File: src/rtl/sd_stream_packer_if.sv
// Memory write port between the stream packer (master) and the memory controller (slave).
interface sd_stream_packer_if #(
    parameter int ADDR_W = 32,
    parameter int DATA_W = 32
);
    logic              mem_req;
    logic [ADDR_W-1:0] mem_addr;
    logic [DATA_W-1:0] mem_wdata;
    logic              mem_ack;

    modport master (output mem_req, output mem_addr, output mem_wdata, input mem_ack);
    modport slave  (input mem_req, input mem_addr, input mem_wdata, output mem_ack);
endinterface

File: src/rtl/sd_stream_packer.sv
// Boot preload packer: SD byte stream -> little-endian words -> word FIFO -> memory req/ack port.
//
// state   | meaning
// S_IDLE  | waiting for start
// S_LOAD  | accepting bytes until LOAD_BYTES seen
// S_FLUSH | all bytes in, draining FIFO to memory
// S_DONE  | everything written, held until reset
`ifndef BIN_SIZE
`define BIN_SIZE 32'd0
`endif

module sd_stream_packer #(
    parameter int                WORD_BYTES = 4,
    parameter int                FIFO_DEPTH = 8,
    parameter int                ADDR_W     = 32,
    parameter logic [ADDR_W-1:0] BASE_ADDR  = '0,
    parameter logic [31:0]       LOAD_BYTES = `BIN_SIZE,
    parameter logic [7:0]        PAD_BYTE   = 8'h00
) (
    input  logic               clk,
    input  logic               reset,
    input  logic               start,
    input  logic               in_valid,
    input  logic [7:0]         in_byte,
    sd_stream_packer_if.master mem,
    output logic               busy,
    output logic               done,
    output logic               overflow,
    output logic [31:0]        byte_count
);
    localparam int DATA_W = 8 * WORD_BYTES;
    localparam int LANE_W = (WORD_BYTES > 1) ? $clog2(WORD_BYTES) : 1;
    localparam int PTR_W  = $clog2(FIFO_DEPTH);
    localparam int CNT_W  = PTR_W + 1;

    typedef enum logic [1:0] {S_IDLE, S_LOAD, S_FLUSH, S_DONE} state_t;

    state_t              state_q;
    logic                busy_q, done_q, overflow_q;
    logic [31:0]         byte_count_q;
    logic [LANE_W-1:0]   lane_q, lane_d;
    logic [DATA_W-1:0]   word_q, word_d, push_word;
    logic [ADDR_W-1:0]   push_addr_q;
    logic [DATA_W-1:0]   fifo_data [FIFO_DEPTH];
    logic [ADDR_W-1:0]   fifo_addr [FIFO_DEPTH];
    logic [PTR_W-1:0]    wr_ptr_q, rd_ptr_q, rd_ptr_d;
    logic [CNT_W-1:0]    cnt_q, cnt_d;
    logic                mem_req_q, mem_req_d;
    logic [ADDR_W-1:0]   mem_addr_q, mem_addr_d;
    logic [DATA_W-1:0]   mem_wdata_q, mem_wdata_d;
    logic                accept, last_byte, push, pop, full, push_ok, drop;

    always_comb begin
        accept    = (state_q == S_LOAD) && start && in_valid;
        last_byte = accept && (byte_count_q == LOAD_BYTES - 32'd1);
        push      = accept && ((lane_q == LANE_W'(WORD_BYTES - 1)) || last_byte);
        pop       = mem_req_q && mem.mem_ack;
        full      = (cnt_q == CNT_W'(FIFO_DEPTH));
        push_ok   = push && (!full || pop);
        drop      = push && full && !pop;

        // Lanes above the current one only matter on the final, partial word.
        push_word = word_q;
        for (int k = 0; k < WORD_BYTES; k++) begin
            if (LANE_W'(k) == lane_q)
                push_word[8*k +: 8] = in_byte;
            else if (last_byte && (LANE_W'(k) > lane_q))
                push_word[8*k +: 8] = PAD_BYTE;
        end

        word_d = accept ? push_word : word_q;
        lane_d = lane_q;
        if (accept)
            lane_d = push ? '0 : lane_q + LANE_W'(1);

        cnt_d     = cnt_q + CNT_W'(push_ok) - CNT_W'(pop);
        rd_ptr_d  = pop ? rd_ptr_q + PTR_W'(1) : rd_ptr_q;
        mem_req_d = (cnt_d != '0);

        // Present the new FIFO head; if it is the word being pushed now, bypass the array.
        mem_addr_d  = mem_addr_q;
        mem_wdata_d = mem_wdata_q;
        if (mem_req_d) begin
            if (push_ok && (wr_ptr_q == rd_ptr_d)) begin
                mem_addr_d  = push_addr_q;
                mem_wdata_d = push_word;
            end else begin
                mem_addr_d  = fifo_addr[rd_ptr_d];
                mem_wdata_d = fifo_data[rd_ptr_d];
            end
        end else if (pop) begin
            mem_addr_d = mem_addr_q + ADDR_W'(WORD_BYTES);
        end
    end

    always_ff @(posedge clk) begin
        if (push_ok) begin
            fifo_data[wr_ptr_q] <= push_word;
            fifo_addr[wr_ptr_q] <= push_addr_q;
        end
    end

    always_ff @(posedge clk) begin
        if (reset) begin
            byte_count_q <= '0;
            lane_q       <= '0;
            word_q       <= '0;
            push_addr_q  <= BASE_ADDR;
            wr_ptr_q     <= '0;
            rd_ptr_q     <= '0;
            cnt_q        <= '0;
            mem_req_q    <= 1'b0;
            mem_addr_q   <= BASE_ADDR;
            mem_wdata_q  <= '0;
            overflow_q   <= 1'b0;
        end else begin
            byte_count_q <= byte_count_q + 32'(accept);
            lane_q       <= lane_d;
            word_q       <= word_d;
            // Dropped words still consume an address, leaving a hole in memory.
            if (push)
                push_addr_q <= push_addr_q + ADDR_W'(WORD_BYTES);
            if (push_ok)
                wr_ptr_q <= wr_ptr_q + PTR_W'(1);
            rd_ptr_q    <= rd_ptr_d;
            cnt_q       <= cnt_d;
            mem_req_q   <= mem_req_d;
            mem_addr_q  <= mem_addr_d;
            mem_wdata_q <= mem_wdata_d;
            overflow_q  <= overflow_q | drop;
        end
    end

    always_ff @(posedge clk) begin
        if (reset) begin
            state_q <= S_IDLE;
            busy_q  <= 1'b0;
            done_q  <= 1'b0;
        end else begin
            case (state_q)
                S_IDLE: begin
                    if (start) begin
                        if (LOAD_BYTES == 32'd0) begin
                            state_q <= S_DONE;
                            done_q  <= 1'b1;
                        end else begin
                            state_q <= S_LOAD;
                            busy_q  <= 1'b1;
                        end
                    end
                end
                S_LOAD: begin
                    if (last_byte)
                        state_q <= S_FLUSH;
                end
                S_FLUSH: begin
                    if (cnt_d == '0) begin
                        state_q <= S_DONE;
                        busy_q  <= 1'b0;
                        done_q  <= 1'b1;
                    end
                end
                default: begin
                    state_q <= S_DONE;
                end
            endcase
        end
    end

    assign mem.mem_req   = mem_req_q;
    assign mem.mem_addr  = mem_addr_q;
    assign mem.mem_wdata = mem_wdata_q;
    assign busy          = busy_q;
    assign done          = done_q;
    assign overflow      = overflow_q;
    assign byte_count    = byte_count_q;
endmodule

File: src/flat_wrapper.sv
// flat-port wrapper written by rule: the top's interface ports become plain ports
module sd_stream_packer_flat 
#(
    parameter int                WORD_BYTES = 4,
    parameter int                FIFO_DEPTH = 8,
    parameter int                ADDR_W     = 32,
    parameter logic [ADDR_W-1:0] BASE_ADDR  = '0,
    parameter logic [31:0]       LOAD_BYTES = `BIN_SIZE,
    parameter logic [7:0]        PAD_BYTE   = 8'h00
)
  (clk, reset, start, in_valid, in_byte, busy, done, overflow, byte_count, mem_mem_req, mem_mem_addr, mem_mem_wdata, mem_mem_ack);
  sd_stream_packer_if #(.ADDR_W(ADDR_W), .DATA_W(32)) mem_i ();
  input  logic clk;
  input  logic reset;
  input  logic start;
  input  logic in_valid;
  input  logic [7:0] in_byte;
  output logic busy;
  output logic done;
  output logic overflow;
  output logic [31:0] byte_count;
  output wire logic [$bits(mem_i.mem_req)-1:0] mem_mem_req;
  output wire logic [$bits(mem_i.mem_addr)-1:0] mem_mem_addr;
  output wire logic [$bits(mem_i.mem_wdata)-1:0] mem_mem_wdata;
  input wire logic [$bits(mem_i.mem_ack)-1:0] mem_mem_ack;
  assign mem_mem_req = mem_i.mem_req;
  assign mem_mem_addr = mem_i.mem_addr;
  assign mem_mem_wdata = mem_i.mem_wdata;
  assign mem_i.mem_ack = mem_mem_ack;
  sd_stream_packer #(.WORD_BYTES(WORD_BYTES), .FIFO_DEPTH(FIFO_DEPTH), .ADDR_W(ADDR_W), .BASE_ADDR(BASE_ADDR), .LOAD_BYTES(LOAD_BYTES), .PAD_BYTE(PAD_BYTE)) u_core (.clk(clk), .reset(reset), .start(start), .in_valid(in_valid), .in_byte(in_byte), .mem(mem_i), .busy(busy), .done(done), .overflow(overflow), .byte_count(byte_count));
endmodule
File: config.mk
export PLATFORM = sky130hd
export DESIGN_NAME = sd_stream_packer_flat
export DESIGN_NICKNAME = d
export VERILOG_FILES = /design/src/rtl/sd_stream_packer_if.sv /design/src/rtl/sd_stream_packer.sv /design/src/flat_wrapper.sv
export SDC_FILE = /design/constraint.sdc
export NUM_CORES = 1
export LEC_CHECK = 0
export ABC_CLOCK_PERIOD_IN_PS = 16900
export BUFFER_PORTS_ARGS = -buffer_cell sky130_fd_sc_hd__buf_4
export CAP_MARGIN = 20
export CELL_PAD_IN_SITES_DETAIL_PLACEMENT = 1
export CELL_PAD_IN_SITES_GLOBAL_PLACEMENT = 1
export CORE_MARGIN = 2
export CORE_UTILIZATION = 56
export CTS_CLUSTER_SIZE = 8
export DETAILED_ROUTE_END_ITERATION = 12
export PLACE_DENSITY = 0.83
export SKIP_LAST_GASP = 1
export SLEW_MARGIN = 25
export SYNTH_ARGS = -nofsm -noshare
export SYNTH_HDL_FRONTEND = slang
export SYNTH_SLANG_ARGS = --single-unit
File: constraint.sdc
create_clock -name clk -period 16.9 [get_ports clk]
set_input_delay 4.225 -clock clk [delete_from_list [all_inputs] [get_ports clk]]
set_output_delay 4.225 -clock clk [all_outputs]
set_load 0.05 [all_outputs]
-- Word level (Yosys, flattened, before mapping)
Memories as Yosys holds them, arrays and structs flattened. A register that Yosys moved wholly into a read port is not among the register bits.
Index checks and enable logic that the tools add are counted.
- memory bits (writable): 512
- flip-flop bits (word level): 145
- memories kept: 2
- output and inout bits: 100
- memories (memory ; depth ; bits a word ; read ports ; clocked after Yosys merged registers in ; write ports ; RTL line ; text):
    u_core.fifo_addr ; 8 ; 32 ; 1 ; 0 ; 1 ; sd_stream_packer.sv:45 ; logic [ADDR_W-1:0] fifo_addr [FIFO_DEPTH];
    u_core.fifo_data ; 8 ; 32 ; 1 ; 1 ; 1 ; sd_stream_packer.sv:44 ; logic [DATA_W-1:0] fifo_data [FIFO_DEPTH];
- bitwise gates (word level): 1
- reductions and logical operators: 25
- $lt $le $gt $ge: 4
- equal/unequal tests: 12
- muxes and demuxes: 22
- add/subtract/negate cells: 8
- operators with widths (kind ; count):
    32-bit two-way mux ; 3
    32-bit by 3-bit adder with 32-bit output (second input constant) ; 2
    8-bit two-way mux ; 8
    32-bit by 1-bit adder with 32-bit output ; 1
    32-bit equality test (second input constant) ; 1
    1-bit logical AND ; 13
    2-bit two-way mux ; 4
    3-bit by 1-bit adder with 3-bit output (second input constant) ; 2
    2-bit case mux with 3 select lines ; 1
    3-bit AND reduction ; 2
    4-bit by 1-bit adder with 4-bit output ; 1
    2-bit equality test (first input constant) ; 2
    2-bit equality test (second input constant) ; 2
    4-bit equality test (second input constant) ; 1
    1-bit by 2-bit > comparator with 1-bit output (first input constant) ; 2
    2-bit > comparator (first input constant) ; 2
    2-bit logical NOT ; 2
    4-bit logical NOT ; 1
    1-bit two-way mux ; 4
    2-bit by 1-bit != test with 1-bit output (second input constant) ; 2
    2-bit nonzero test ; 2
    4-bit nonzero test ; 1
    4-bit by 1-bit subtractor with 4-bit output ; 1
    3-bit equality test ; 1
    9 further kinds ; 11

-- Depth between registers and ports, before layout
Gate-level depths: netlist of the first run.
- depth after elaboration: 12
- depth in mapped cells: 19

-- Worst setup path before layout of the first run
OpenSTA, ideal clock, no wires.
- path kind: input to register
- start: input in_valid
- end: memory u_core.fifo_addr[0][10], enable pin
- data arrival time: 11378 ps
- cell stages on the path: 8
- setup slack: 4887 ps
- path buffers: 1
- path through: nand4b_1 > inv_1 > nand4_1 > or3_1 > buf_6 > nand2_1 > nand2_1 > nor4_1
- longest elaborated chain between the ends: 7
- ends and longest elaborated chain (item ; RTL line ; text):
    start, declared ; flat_wrapper.sv:16 ; input logic in_valid;
    1-bit logical AND (*) ; sd_stream_packer.sv:54 ; accept = (state_q == S_LOAD) && start && in_valid;
    1-bit logical AND ; sd_stream_packer.sv:55 ; last_byte = accept && (byte_count_q == LOAD_BYTES - 32'd1);
    1-bit logical OR ; sd_stream_packer.sv:56 ; push = accept && ((lane_q == LANE_W'(WORD_BYTES - 1)) || last_byte);
    1-bit logical AND (*) ; sd_stream_packer.sv:56 ;
    1-bit logical AND (*) ; sd_stream_packer.sv:59 ; push_ok = push && (!full || pop);
    1-bit two-way mux (*) ; sd_stream_packer.sv:97 ; if (push_ok) begin
    1-bit two-way mux (implied by the code) (*) ; sd_stream_packer.sv:99 ; fifo_addr[wr_ptr_q] <= push_addr_q;
    end, declared ; sd_stream_packer.sv:45 ;
Mark *: on every way between the ends. The rest lies on a longest branch, timed or not.

-- Worst setup path after layout of the first run
- start: input start
- end: register u_core.mem_wdata_q[16] (netlist: u_core.mem.mem_wdata[16]) (read register of u_core.fifo_data)
- longest elaborated chain between the ends: 9
- ends and longest elaborated chain (item ; RTL line ; text):
    start, declared ; flat_wrapper.sv:15 ; input logic start;
    1-bit logical AND (*) (2 in a row) ; sd_stream_packer.sv:54 ;
    1-bit logical AND ; sd_stream_packer.sv:55 ;
    1-bit logical OR ; sd_stream_packer.sv:56 ;
    1-bit logical AND (*) ; sd_stream_packer.sv:56 ;
    1-bit logical AND (*) ; sd_stream_packer.sv:59 ;
    named net u_core.push_ok ; sd_stream_packer.sv:51 ; logic accept, last_byte, push, pop, full, push_ok, drop;
    4-bit by 1-bit adder with 4-bit output (*) ; sd_stream_packer.sv:76 ; cnt_d = cnt_q + CNT_W'(push_ok) - CNT_W'(pop);
    4-bit by 1-bit subtractor with 4-bit output (*) ; sd_stream_packer.sv:76 ;
    4-bit nonzero test (*) ; sd_stream_packer.sv:78 ; mem_req_d = (cnt_d != '0);
    end, declared ; sd_stream_packer.sv:50 ; logic [DATA_W-1:0] mem_wdata_q, mem_wdata_d;
Mark *: on every way through the listed nets, which the timed path passes. The rest lies on a longest branch.
A chain may end at the register's enable or synchronous reset.

==> metrics.cfg, run 1 <==
[synthesis]
synthFlopType = edfxtp_1
yosys.cell_types.count = 51
ys_ff_latch = 669
synth_top_area_share_pct = 54.1
yosys.area.top_type = edfxtp_1
synth_cells = 1887
ys_top_cells_by_area = edfxtp_1, dfxtp_1, mux4_2, nand2_1, mux2i_1
synth_edf_count = 496
synthArstFlopShare_pct = 0
syn_area_sq_um = 27500
ys_warn_count = 0
seq_area_frac_synth_pct = 66.7
synth_area_per_cell_sq_um = 14.6

[final_layout]
finish.utilization_pct = 65.3
fill_cells = 4386
layout-drive-gt1-share_pct = 19.6
mostFrequentLayoutCells = edfxtp_1, nand2_1, dfxtp_1
syn_to_final_growth_pct = 15.6
nets = 2043
fin_cells = 2753
final_common_cell = edfxtp_1
multi_input_area_sq_um = 8640
seqCellArea_sq_um = 18400

[detailed_routing]
drt_wl_total_mm = 82.4
vias_per_cell = 6.52
final_antenna_net_count = 0
drt_iter0_drc = 2078
drtPass1Iterations = 6
vias = 18000
route.detailed.drc = 0
routedWlPerCell_um = 29.9

[setup_path]
crit_arrival_ns = 10.34
timing_worst_setup_path_type = input pin to flop
end_kind = flop
worstPathMaxFanout = 33
rrSetupSlack_ns = 10.33
start_kind = input pin
cp.required_ns = 17.45

[place]
port-buffer-count = 109
hpwl_mm = 44.3
dpl.cell_count = 2580
gp_congestion = 0.800

[clock_network]
cts_root_buf = clkbuf_16
clk_latency_ns = 0.64
clk_pin_slew_worst_paths_ns = 0.06
hold_buffers = 0
clock-sinks = 669
cts-htree-levels = 3
cts_setup_buffers = 0
cts_made_buffers = 93
cts.path.max_buffers = 3
cts_resized = 0
cts_tree = yes

[sta]
maxSlewHeadroom_pct = 23.3
max_freq_ghz = 0.102
fin_skew_ns = 0.0277
min_period_over_period_pct = 57.9
rsz0062_at_grt = false
hold_slack_ns = 0.463
slew_violations = 0
timing_hold_violations_final = 0
setup_violations = 0
worstMarginPinSlew_ns = 1.15
fin_crit_ns = 9.79
fin_setup_tns_ns = 0

[grt]
overflow = 0
grt_max_degree = 89
grt_pass1_wl_mm = 123
antenna_found_initial = 1
grt_pass1_vias = 19200
track_usage_pct = 32.9

[power]
p_leak_nw = 10.8
intPower_mw = 3.33
peakVddDrop_mv = 0.0934
p_sw_share_pct = 32.1
seq_power_share_pct = 39.5
p_comb_share_pct = 24.5
fin_total_pwr_mw = 4.91
power_frac_clock_pct = 36.0
p_sw_mw = 1.58
cellPowerDensity_nw_per_um2 = 154

[floorplan]
die-height_um = 226
pin_count = 113
core_area_sq_um = 48700
initial_core_util_pct = 56.5
fp.dieW_um = 226
num_rows = 81
fp.dieArea_sq_um = 50900

[outcome]
run_status = finished clean

[hold_path]
hold_class = flop to flop

[flow_run]
maxCapViolations = 0

logic make-up after synthesis:
| group | Yosys count | synth area share [%] |
|---|---|---|
| AO/OA/AOI/OAI | 217 | 5.40 |
| flip-flops | 669 | 66.7 |
| XOR/XNOR | 97 | 3.14 |
| AND/OR/NAND/NOR | 542 | 9.10 |
| multiplexers | 187 | 12.3 |
| buffers and inverters | 157 | 2.50 |
| adder cells (fa/ha/maj) | 17 | 0.800 |
| other | 1 | 0.0136 |
worst max-delay path: stages:
cell      delay (ns)
buf_4           0.09
nand4b_1        0.65
inv_1           0.31
nand4_1         0.24
or3_1           0.37
buf_4           0.28
nand2_1         0.27
nand2_1         0.24
inv_1           0.23
ha_1            0.20
inv_1           0.06
fa_1            0.49
nor3b_1         0.18
and4_1          0.21
or2_2           0.60
nor2_4          0.57
buf_4           0.53
o21ai_0         0.28
o21ai_1         0.22
power by group through the flow:
| stage | Sequential (mW) | Clock (mW) | Combinational (mW) |
|---|---|---|---|
| 3_3_place_gp | 1.96 | 0 | 1.11 |
| 6_report | 1.94 | 1.77 | 1.20 |
| 2_1_floorplan | 2.16 | 0 | 0.618 |
| 3_5_place_dp | 1.97 | 0 | 1.16 |
| 4_1_cts | 1.94 | 1.77 | 1.20 |
| 5_1_grt | 1.94 | 1.84 | 1.27 |
stage by stage:
| stage | worst slack, ns | area [sq um] |
|---|---|---|
| after detailed placement | 6.94 | 29000 |
| after floorplan | 4.89 | 27500 |
| after CTS | 7.30 | 31800 |
| final | 7.11 | 31800 |
| after global routing | 6.90 | 31800 |
| after global placement | 7.25 | 29000 |
metal layers:
metal / GRT usage [%] / vias to the layer above / part of all wire (%)
li1: - / 7417 / -
met1: 42.9 / 9223 / 38
met2: 54.0 / 1122 / 50
met3: 6.52 / 197 / 9.4
met4: 14.0 / 0 / 3.2
met5: 0 / - / 0
path summary, 6_finish.rpt:
path | endpoint | start | cells after the start
setup reg to reg | u_core.mem.mem_wdata[16] | u_core.state_q[1] | 18
hold / removal | u_core.word_q[16] | u_core.word_q[16] | 2
hold reg to reg | u_core.word_q[16] | u_core.word_q[16] | 2
setup / recovery | u_core.mem.mem_wdata[16] | start | 19
area by class of cell:
type,instances,share of cell area (%)
Sequential cell,669,57.7
Multi-Input combinational cell,1063,27.2
Clock buffer,169,8.48
Timing Repair Buffer,143,3.52
Tap cell,664,2.61
Inverter,43,0.507
Clock inverter,1,0.0157
Antenna cell,1,0.00786
state kept, by name (all words and copies together), names as in the netlist:
register / cells
u_core.done: 1
u_core.mem.mem_wdata: 32
u_core.byte_count: 32
u_core.state_q: 2
u_core.push_addr_q: 30
u_core.word_q: 32
u_core.wr_ptr_q: 3
u_core.overflow: 1
u_core.rd_ptr_q: 3
u_core.mem.mem_req: 1
u_core.lane_q: 2
u_core.fifo_data: 256
u_core.fifo_addr: 240
u_core.mem.mem_addr: 30
u_core.cnt_q: 4
cells in the mapped netlist (25+ instances only):
cell,n
edfxtp_1,496
nand2_1,204
dfxtp_1,173
nor2_1,129
mux4_2,122
clkbuf_1,74
mux2i_1,64
xnor2_1,63
nand3_1,59
and3_1,56
inv_1,43
o21ai_0,41
a21oi_1,35
xor2_1,33
o22ai_1,30
a211oi_1,29
nand4_1,26
o21ai_1,25
(Power assumes the default switching activity.)
==> inputs of run 2 (changes only) <==
ABC_CLOCK_PERIOD_IN_PS = 8400   (was 16900)
CORE_UTILIZATION = 47   (was 56)
PLACE_DENSITY = 0.74   (was 0.83)
clock period = 8.4 ns   (was 16.9 ns; I/O delays follow)
==> run 2 against run 1 <==
Worst hold slack lost 0.0089 ns; largest power group unchanged; cell count grew 3.9%; highest routed layer unchanged; combinational power grew 100%; non-clock buffer count grew 3; critical path type unchanged.
==> metrics.cfg, run 2 (synthesis gave the netlist of run 1 again) <==
[outcome]
run_status = finished clean

[place]
dpl.cell_count = 2685
gp_congestion = 0.764
port-buffer-count = 109
hpwl_mm = 43.1

[setup_path]
crit_chain = buf_4, nand4b_1, buf_4, inv_1, nand4_1, or3_1, nand2_1, nand2_1, inv_1, ha_1, inv_1, fa_1, nor3b_1, and4_1, or2_2, nor2_4, buf_4, o21ai_0, o21ai_0
timing_worst_setup_path_type = input pin to flop
cp.required_ns = 8.96
end_kind = flop
start_kind = input pin
rrSetupSlack_ns = 2.70
cp.buffers_inverters = 6
worstPathMaxFanout = 32
crit_family = simple AND/OR/NAND/NOR gates
cp_slowest_stage_delay_ns = 0.72
crit_arrival_ns = 6.86
crit_slowest_cell = nor2_4

[detailed_routing]
final_antenna_net_count = 0
vias = 17100
vias_per_cell = 5.99
route.detailed.drc = 0
drtPass1Iterations = 5
drt_wl_total_mm = 74.8
routedWlPerCell_um = 26.2
drt_iter0_drc = 1147

[floorplan]
initial_core_util_pct = 47.6
core_area_sq_um = 57800
fp.dieArea_sq_um = 60500
pin_count = 113
fp.dieW_um = 246
num_rows = 88
die-height_um = 246

[final_layout]
top_register = u_core.fifo_data
fin_cells = 2860
mostFrequentLayoutCells = edfxtp_1, nand2_1, dfxtp_1
finish.utilization_pct = 55.4
layout-drive-gt1-share_pct = 19.9
final_common_cell = edfxtp_1
top_regs = u_core.fifo_data: 256 flops, u_core.fifo_addr: 240 flops
largest_reg_flops = 256
nets = 2046
syn_to_final_growth_pct = 16.4

[sta]
setup_violations = 0
maxSlewHeadroom_pct = 30.9
fin_crit_ns = 6.31
fin_skew_ns = 0.0214
max_freq_ghz = 0.158
fin_setup_tns_ns = 0
slew_violations = 0
min_period_over_period_pct = 75.1
rsz0062_at_grt = false
timing_hold_violations_final = 0
worstMarginPinSlew_ns = 1.04

[clock_network]
cts.path.max_buffers = 3
cts_resized = 0
hold_buffers = 0
cts_made_buffers = 93
cts_tree = yes
cts_root_buf = clkbuf_16
cts-htree-levels = 3
cts_setup_buffers = 0
clk_latency_ns = 0.64
clk_pin_slew_worst_paths_ns = 0.05
clock-sinks = 669

[power]
peakVddDrop_mv = 0.206
cellPowerDensity_nw_per_um2 = 306
fin_total_pwr_mw = 9.81
p_leak_nw = 11.0

[grt]
grt_max_degree = 94
antenna_found_initial = 3
overflow = 0
grt_pass1_vias = 18400
grt_pass1_wl_mm = 114
track_usage_pct = 25.1

[flow_run]
maxCapViolations = 0

[hold_path]
hold_class = flop to flop

==> run 2: report_power, final <==
group          internal [mW]  leakage [nW]  switching (mW)  total (mW)
logic                  0.955          3.58            1.46        2.42
clock network           2.11          1.28            1.38        3.48
registers               3.68          6.11           0.222        3.91
==> run 2: final cells by class <==
| cell class | instances | area [sq um] |
|---|---|---|
| well taps | 765 | 957 |
| inverters | 43 | 161 |
| clock buffers | 167 | 2650 |
| fillers | 5480 | 25800 |
| multi-input cells | 1063 | 8670 |
| clock inverters | 6 | 48.8 |
| repair buffers | 146 | 1190 |
| flip-flops and latches | 669 | 18400 |
| diodes | 1 | 2.50 |
==> run 2: metrics by stage <==
step	hold slack, ns	instance area [sq um]	setup slack (ns)
2_1_floorplan	0.436	27500	0.164
3_3_place_gp	0.441	29200	1.83
3_5_place_dp	0.448	29300	1.55
4_1_cts	0.454	32000	2.19
5_1_grt	0.487	32000	1.74
6_report	0.454	32000	2.09
==> run 2: worst paths after layout <==
path                                             from                  endpoint  cells after the start
worst max-delay path                            start  u_core.mem.mem_wdata[13]                     19
worst min-delay path                u_core.word_q[15]         u_core.word_q[15]                      2
worst max register to register  u_core.byte_count[15]  u_core.mem.mem_wdata[13]                     16
worst min register to register      u_core.word_q[15]         u_core.word_q[15]                      2
==> run 2: worst reg2reg max path, cell delays in order (launching register included) <==
cell     delay [ns]
dfxtp_1        0.42
nand4_1        0.59
or2_2          0.62
or3_1          0.42
nand2_1        0.21
nand2_1        0.24
inv_1          0.22
ha_1           0.22
inv_1          0.06
fa_1           0.49
nor3b_1        0.18
and4_1         0.23
or2_2          0.32
nor2_4         0.73
buf_4          0.38
o21ai_0        0.13
o21ai_0        0.17
==> run 2: per-layer routing <==
layer	up-vias	wire length [um]	track usage (%)	part of all wire (%)
met5	-	0	0	0
met4	0	1790	8.79	2.4
met3	116	4250	3.45	5.7
met2	587	36900	41.3	49
met1	9003	31900	34.4	43
li1	7432	-	-	-
